### config.mk
export PLATFORM = sky130hd
export DESIGN_NAME = hazard_unit
export DESIGN_NICKNAME = d
export VERILOG_FILES = /design/src/rtl/hazard_pkg.sv /design/src/rtl/pipes.sv /design/src/rtl/md_occupancy.sv /design/src/rtl/hazard_unit.sv
export SDC_FILE = /design/constraint.sdc
export NUM_CORES = 1
export LEC_CHECK = 0
export BUFFER_PORTS_ARGS = -buffer_cell sky130_fd_sc_hd__buf_2
export CORE_MARGIN = 5
export CORE_UTILIZATION = 35
export DETAILED_ROUTE_END_ITERATION = 10
export GPL_TIMING_DRIVEN = 0
export PLACE_DENSITY = 0.65
export SKIP_LAST_GASP = 1
export SYNTH_ARGS = -nofsm -noshare
export SYNTH_HDL_FRONTEND = slang
export SYNTH_SLANG_ARGS = --single-unit
### constraint.sdc
create_clock -name clk -period 1.8 [get_ports clk]
set_input_delay 0.36 -clock clk [delete_from_list [all_inputs] [get_ports clk]]
set_output_delay 0.36 -clock clk [all_outputs]
set_load 0.01 [all_outputs]
### src/rtl/hazard_pkg.sv
// ---------------------------------------------------------------------------
// hazard_pkg
// Types and helpers for the pipeline hazard unit:
//   hazard_state_t - wrong-path fetch tracking state
//   load_use()     - load-use dependency between execute and decode
// ---------------------------------------------------------------------------
package hazard_pkg;

  localparam int unsigned REG_W = 5;

  typedef enum logic {
    HZ_IDLE    = 1'b0,
    HZ_DISCARD = 1'b1
  } hazard_state_t;

  // A load in execute whose destination feeds either decode source.
  // x0 is hard-wired to zero, so it never creates a dependency.
  function automatic logic load_use(
    input logic             e_memread,
    input logic [REG_W-1:0] e_rd,
    input logic [REG_W-1:0] d_rs1,
    input logic [REG_W-1:0] d_rs2
  );
    return e_memread && (e_rd != '0) && ((e_rd == d_rs1) || (e_rd == d_rs2));
  endfunction

endpackage : hazard_pkg

### src/rtl/pipes.sv
// ---------------------------------------------------------------------------
// pipes
// Pipeline-register control types shared by the hazard unit and the
// pipeline registers it drives. Each struct carries one enable per
// inter-stage register: fd (fetch/decode), de (decode/execute),
// em (execute/memory) and mw (memory/writeback).
// ---------------------------------------------------------------------------
package pipes;

  typedef struct packed {
    logic fd;
    logic de;
    logic em;
    logic mw;
  } regstall_en_t;

  typedef struct packed {
    logic fd;
    logic de;
    logic em;
    logic mw;
  } regflush_en_t;

endpackage : pipes

### src/rtl/md_occupancy.sv
// ---------------------------------------------------------------------------
// md_occupancy
// Counts how long a multi-cycle mul/div instruction has sat in execute and
// requests a stall until its final cycle.
// Ports:
//   clk        - clock
//   reset      - asynchronous, active-high reset
//   e_md_i     - execute-stage instruction is a valid mul/div
//   d_wait_i   - memory stage is stalled (freezes the count)
//   md_stall_o - mul/div must keep holding execute this cycle
// ---------------------------------------------------------------------------
module md_occupancy
  import hazard_pkg::*;
#(
  parameter int unsigned MD_LAT = 32
) (
  input  logic clk,
  input  logic reset,
  input  logic e_md_i,
  input  logic d_wait_i,
  output logic md_stall_o
);

  localparam int unsigned CW = $clog2(MD_LAT) + 1;
  localparam logic [CW-1:0] LAST = CW'(MD_LAT - 1);

  logic [CW-1:0] cnt_q, cnt_d;

  // The final cycle (cnt == LAST) is not a stall: the instruction leaves
  // execute at the end of it. With MD_LAT = 1 this is always the case.
  assign md_stall_o = e_md_i && (cnt_q != LAST);

  // NOTE: always_comb assigns a default first so every path writes cnt_d
  // and no latch is inferred.
  always_comb begin
    cnt_d = cnt_q;
    if (!e_md_i) begin
      cnt_d = '0;
    end else if (!d_wait_i) begin
      if (md_stall_o) begin
        cnt_d = cnt_q + CW'(1);
      end else begin
        // Leaving edge: the next mul/div starts a fresh window.
        cnt_d = '0;
      end
    end
  end

  // NOTE: sequential state uses non-blocking assignments so every register
  // samples pre-edge values regardless of process evaluation order.
  always_ff @(posedge clk or posedge reset) begin
    if (reset) begin
      cnt_q <= '0;
    end else begin
      cnt_q <= cnt_d;
    end
  end

endmodule : md_occupancy

### src/rtl/hazard_unit.sv
// ---------------------------------------------------------------------------
// hazard_unit
// Central stall/flush controller for the 5-stage pipeline. Resolves memory
// waits, mul/div occupancy, execute redirects, load-use dependencies and
// fetch waits into per-register stall/flush enables and a PC stall, and
// drops a wrong-path fetch that is still in flight when a redirect fires.
// Ports:
//   clk, reset          - clock; asynchronous active-high reset
//   i_wait              - instruction fetch outstanding
//   d_wait              - memory-stage data access outstanding
//   d_rs1, d_rs2        - decode-stage source registers
//   e_rd                - execute-stage destination register
//   e_memread           - execute-stage instruction is a load
//   e_md                - execute-stage instruction is a valid mul/div
//   e_redirect          - execute resolved a mispredicted branch/jump
//   pc_stall            - hold the PC
//   stall               - hold pipeline registers
//   flush               - insert bubbles into pipeline registers
//   md_busy             - mul/div is holding execute
// ---------------------------------------------------------------------------
module hazard_unit
  import hazard_pkg::*;
  import pipes::*;
#(
  parameter int unsigned MD_LAT = 32
) (
  input  logic             clk,
  input  logic             reset,
  input  logic             i_wait,
  input  logic             d_wait,
  input  logic [REG_W-1:0] d_rs1,
  input  logic [REG_W-1:0] d_rs2,
  input  logic [REG_W-1:0] e_rd,
  input  logic             e_memread,
  input  logic             e_md,
  input  logic             e_redirect,
  output logic             pc_stall,
  output regstall_en_t     stall,
  output regflush_en_t     flush,
  output logic             md_busy
);

  hazard_state_t state_q, state_d;
  logic          md_stall;
  logic          lu;

  md_occupancy #(
    .MD_LAT(MD_LAT)
  ) u_md_occupancy (
    .clk       (clk),
    .reset     (reset),
    .e_md_i    (e_md),
    .d_wait_i  (d_wait),
    .md_stall_o(md_stall)
  );

  assign lu = load_use(e_memread, e_rd, d_rs1, d_rs2);

  // Wrong-path tracking. A redirect only takes effect when execute is not
  // held; if the fetch for the old path is still outstanding, its data must
  // be dropped when it finally returns.
  always_comb begin
    state_d = state_q;
    unique case (state_q)
      HZ_IDLE: begin
        if (e_redirect && i_wait && !d_wait && !md_stall) begin
          state_d = HZ_DISCARD;
        end
      end
      HZ_DISCARD: begin
        // A new redirect keeps us here; otherwise leave once the stale
        // fetch returns on an unstalled cycle.
        if (!i_wait && !d_wait && !md_stall && !e_redirect) begin
          state_d = HZ_IDLE;
        end
      end
      default: state_d = HZ_IDLE;
    endcase
  end

  always_ff @(posedge clk or posedge reset) begin
    if (reset) begin
      state_q <= HZ_IDLE;
    end else begin
      state_q <= state_d;
    end
  end

  // Priority mux: the first matching condition drives every output.
  always_comb begin
    pc_stall = 1'b0;
    stall    = '0;
    flush    = '0;
    md_busy  = md_stall;
    if (reset) begin
      pc_stall = 1'b1;
      flush    = '1;
      md_busy  = 1'b0;
    end else if (d_wait) begin
      // Execute is frozen, so a redirect seen now re-presents later.
      pc_stall = 1'b1;
      stall.fd = 1'b1;
      stall.de = 1'b1;
      stall.em = 1'b1;
      flush.mw = 1'b1;
    end else if (md_stall) begin
      pc_stall = 1'b1;
      stall.fd = 1'b1;
      stall.de = 1'b1;
      flush.em = 1'b1;
    end else if (e_redirect) begin
      flush.fd = 1'b1;
      flush.de = 1'b1;
    end else if (lu) begin
      pc_stall = 1'b1;
      stall.fd = 1'b1;
      flush.de = 1'b1;
    end else if (i_wait) begin
      pc_stall = 1'b1;
      flush.fd = 1'b1;
    end else if (state_q == HZ_DISCARD) begin
      // The returning instruction belongs to the abandoned path.
      flush.fd = 1'b1;
    end
  end

endmodule : hazard_unit

Yosys cells after proc, flatten, opt, wreduce, memory -nomap -nowiden
Cells that the tools add are included.

storage, ports and cells
  register bits = 7
  input bits = 22
  output and inout port bits = 10
  word-level logic and storage cells = 50

operators by class
  add/sub/neg operators = 1
  eq/ne operators = 4
  multiplexer cells = 27
  bitwise gates (word level) = 1
  reductions and logical operators = 15

operators by type and width
  operator                                       count
  two-way mux 6 bit                              3
  two-way mux 1 bit                              17
  equality test 5 bit                            2
  logical AND 1 bit                              9
  adder 6 x 1 -> 6 bit, second input constant    1
  two-way mux 2 bit                              3
  two-way mux 3 bit                              2
  != test 6 x 5 -> 1 bit, second input constant  1
  nonzero test 5 bit                             1
  zero test 1 bit                                4
  two-way mux 4 bit                              1
  != test 2 bit, second input constant           1
  one-hot mux 1 bit (2 select lines)             1
  logical OR 1 bit                               1
  NOT 1 bit                                      1

Depth between registers and ports, before layout
  word-level depth = 8
  depth in mapped cells = 6
  mapped depth without buffers = 6

Cells and area by module
Synthesis repeated with hierarchy kept, for this count alone.

unflattened totals
  cell total of the unflattened synthesis = 77
  area total of the unflattened synthesis = 643.1 um2

by module, submodules not included
  module        instances  cells an instance  area each (um2)  sequential area each (um2)
  md_occupancy  1          34                 344.1            150.1
  hazard_unit   1          43                 299.0            25.0

Worst setup path after synthesis
No wires, ideal clock.

  path type = input to output
  start point = input e_rd[1]
  end point = output flush[3] (netlist name)
  data arrival time = 1.374 ns
  required time = 1.440 ns
  path slack = 0.066 ns
  stages on the path = 4
  buffers on the path = 0
  path through = or4_1 -> o21a_1 -> a21oi_2 -> o22a_1

RTL lines
  item             line               source
  start, declared  hazard_unit.sv:33  input logic [REG_W-1:0] e_rd,
  end, declared    hazard_unit.sv:39  output regflush_en_t flush,

==> summary.txt <==
Synthesized cell area - 591 sq um
Power density over cell area - 521 nW/um^2
TritonCTS buffer count - 3
Crit path max fanout - 2
Mux contribution to synthesized area - 0
Post-Route WL - 1640 microns
Worst EP required - 1.44 ns
Setup WS post-layout - -0.180 ns
Seq/Total Area, Yosys - 0.297
GPL Wtd Cong - 0.781
Sum Neg Setup Slack - -0.516 ns
Failing checks - negative setup slack
Die footprint - 2610 sq um
Global route overflow - 0
Synth warn - 0
Syn nets - 98
Max VDD drop - 0.323 mV
Psw - 0.140 mW
Die Width - 51.1 microns
Post-synthesis adder-cell area fraction - 0.0212
Top routing layer in use - met4
Syn Area/Cell - 7.87 sq um
# DRC - 0
Met2 WL post-DR - 833 microns
Post-synthesis simple-gate area fraction - 0.261
Area grow syn2layout - 52.1%
Unique masters post-synth - 30
I/O Buffers - 29
Hold Crit Class - in2async
Clk pin slew, worst setup/hold paths - 0.05 ns
Net Sw Frac - 0.300
TritonCTS clock tree - yes
CP max-delay cell - dfrtp_1
XOR/XNOR Fraction of Synth Area - 0.178
Synth Area in Compound Gates - 0.197
First drt pass iteration count - 4
Run status - complete, but fails checks
Slew Limit Fails - 0
Via count - 681
Critical Path Sink Type - primary output
All-Layer GR Usage - 0.131
Vias in the first global route - 603
Vias per cell - 5.16
Highest Clock Rate - 0.505 GHz
Max-cap viol count - 0
Core area - 1560 sq um
Mapped Cells - 75
Starting Density - 0.379
Critical path class - reg2out
Int Power - 0.328 mW
Post-route ant nets - 0
Post-layout nets - 140
Max clock buf depth - 2
Final setup violation count - 4
Worst-Skew Late Latency - 0.26 ns
N_diodes - 0
Area leader, netlist - dfrtp_1
Combinational power share - 0.335
Rows - 14
Synthesized flop and latch total - 7
Fill cell count - 154
Initial antenna violation count - 0
Routed length on met3 - 121 microns
Initial drt markers - 6
Endpoints failing hold - 0
WL/cell - 12.4 microns
Synth top area cells - dfrtp_1 30%, xnor2_1 16%, nand3_1 5.9%, nor2_1 5.7%, o21ai_0 4.2%
Largest net degree at the start of global routing - 11
RSZ-0062 raised after global routing - yes
Final period util - 1.10
Flop pwr share - 0.356
Layout Utilization - 0.576
Arrival time at the worst endpoint - 1.62 ns
Die Ht - 51.1 microns
HPWL after DPL - 1210 microns
Worst path cell trace - ha_1 > nand4_1 > o21a_1 > nor2_2 > buf_4 > o22a_1 > buf_2
DRT met1 WL - 661 microns
CTS sink cnt - 7
Clock Tree Root - clkbuf_4
Ports - 32
CP peak stage delay - 0.38 ns
Synth top area share - 0.297
Htree depth - 1
CTS Hold Bufs - 0
Clk network pwr share - 0.309
Worst Clk Skew - 0.00433 ns
Largest family of logic cells by synthesized area - simple AND/OR/NAND/NOR gates
CP startpoint kind - register
Tightest hold margin - 0.0984 ns
Fin crit period - 1.98 ns
Leakage - 0.428 nW
First-pass GRT wire length - 2540 microns
Fraction of layout cells with a size suffix above 1 - 0.466
-- layer usage --
metal / GRT usage / vias up
met4: 0.0538 / 0
met2: 0.215 / 22
met3: 0.0465 / 5
li1: - / 345
met5: 0 / -
met1: 0.155 / 309
-- cell usage after synthesis (all sizes together) --
master	number
xnor2	11
or3	1
ha	1
nand3	7
buf	2
clkbuf	1
inv	2
dfrtp	7
and2	2
o21a	2
a31o	1
or4	1
or2	1
and3	1
nor2b	2
conb	1
nor4b	1
o22ai	1
nand2	5
a31oi	1
a21oi	5
o21ai	5
o31ai	1
nand4	1
xor2	1
o22a	1
a32o	1
nor2	9
-- final timing paths --
check                                   startpoint                       to  slack (ns)  depth (start not counted)
min in group clk                        e_redirect                  state_q        0.38                          3
min reg2reg                                state_q                  state_q        0.54                          2
max                        u_md_occupancy.cnt_q[0]                 flush[3]       -0.18                          7
max in group asynchronous                    reset  u_md_occupancy.cnt_q[2]        1.47                          2
max reg2reg                u_md_occupancy.cnt_q[1]                  state_q        0.19                          7
min                                          reset  u_md_occupancy.cnt_q[5]         0.1                          2
-- power groups by stage --
stage / Clock (mW) / Combinational [mW] / Sequential [mW]
3_5_place_dp: 0 / 0.128 / 0.170
3_3_place_gp: 0 / 0.125 / 0.170
5_1_grt: 0.169 / 0.173 / 0.167
2_1_floorplan: 0 / 0.0742 / 0.169
4_1_cts: 0.151 / 0.148 / 0.166
6_report: 0.145 / 0.157 / 0.167
-- cell families (layout without fill, tap and decap cells) --
| family | after synthesis | in the layout |
|---|---|---|
| other | 1 | 1 |
| buffers and inverters | 5 | 46 |
| xor gates and xnor gates | 12 | 12 |
| adders and majority gates | 1 | 1 |
| DFF | 7 | 7 |
| AOI/OAI and AO/OA | 18 | 18 |
| and+or+nand+nor | 31 | 31 |
-- flip-flops by register name (all words and copies together), names as in the netlist --
register	count
state_q	1
u_md_occupancy.cnt_q	6
-- per-stage QoR --
stage	instance area, sq um	worst slack (ns)	instances	power, mW
3_3_place_gp	756	-0.201	120	0.295
2_1_floorplan	591	0.0659	75	0.243
4_1_cts	867	-0.218	129	0.466
3_5_place_dp	756	-0.204	120	0.298
5_1_grt	898	-0.258	132	0.509
6_report	898	-0.180	132	0.468
-- worst max-delay path, delay by kind of cell, from the launching register on --
| kind | cells | cell delay (ns) |
|---|---|---|
| DFF | 1 | 0.38 |
| AOI/OAI and AO/OA | 2 | 0.34 |
| buffers and inverters | 2 | 0.29 |
| adders and majority gates | 1 | 0.20 |
| and+or+nand+nor | 2 | 0.16 |
-- repair_timing --
item | 4_1_cts | 5_1_grt
pin swaps | 7 | 3
resized for setup | 14 | 2
endpoints found under the setup margin | 7 | 7
setup buffers | 5 | 3
-- layout by cell type, fill, tap and decap left out, types with 2 or more instances in the layout --
cell type and instances:
nor2_1 6, nor2b_1 2, clkbuf_4 3, a21oi_2 3, clkbuf_1 2, and2_1 2
o21ai_0 3, dfrtp_1 7, nor2_2 3, xnor2_1 11, buf_2 28, inv_1 2
a21oi_1 2, nand2_1 5, buf_6 2, nand3_1 7, buf_4 9
-- area by class of cell --
cell class	instances	area [sq um]	share of cell area
inverters	2	7.51	0.00836
plain buffers	3	16.3	0.0181
flip-flops and latches	7	175	0.195
multi-input cells	63	435	0.485
clock buffers	4	26.3	0.0292
well taps	16	20.0	0.0223
repair buffers	37	218	0.242
(Power assumes the default switching activity.)
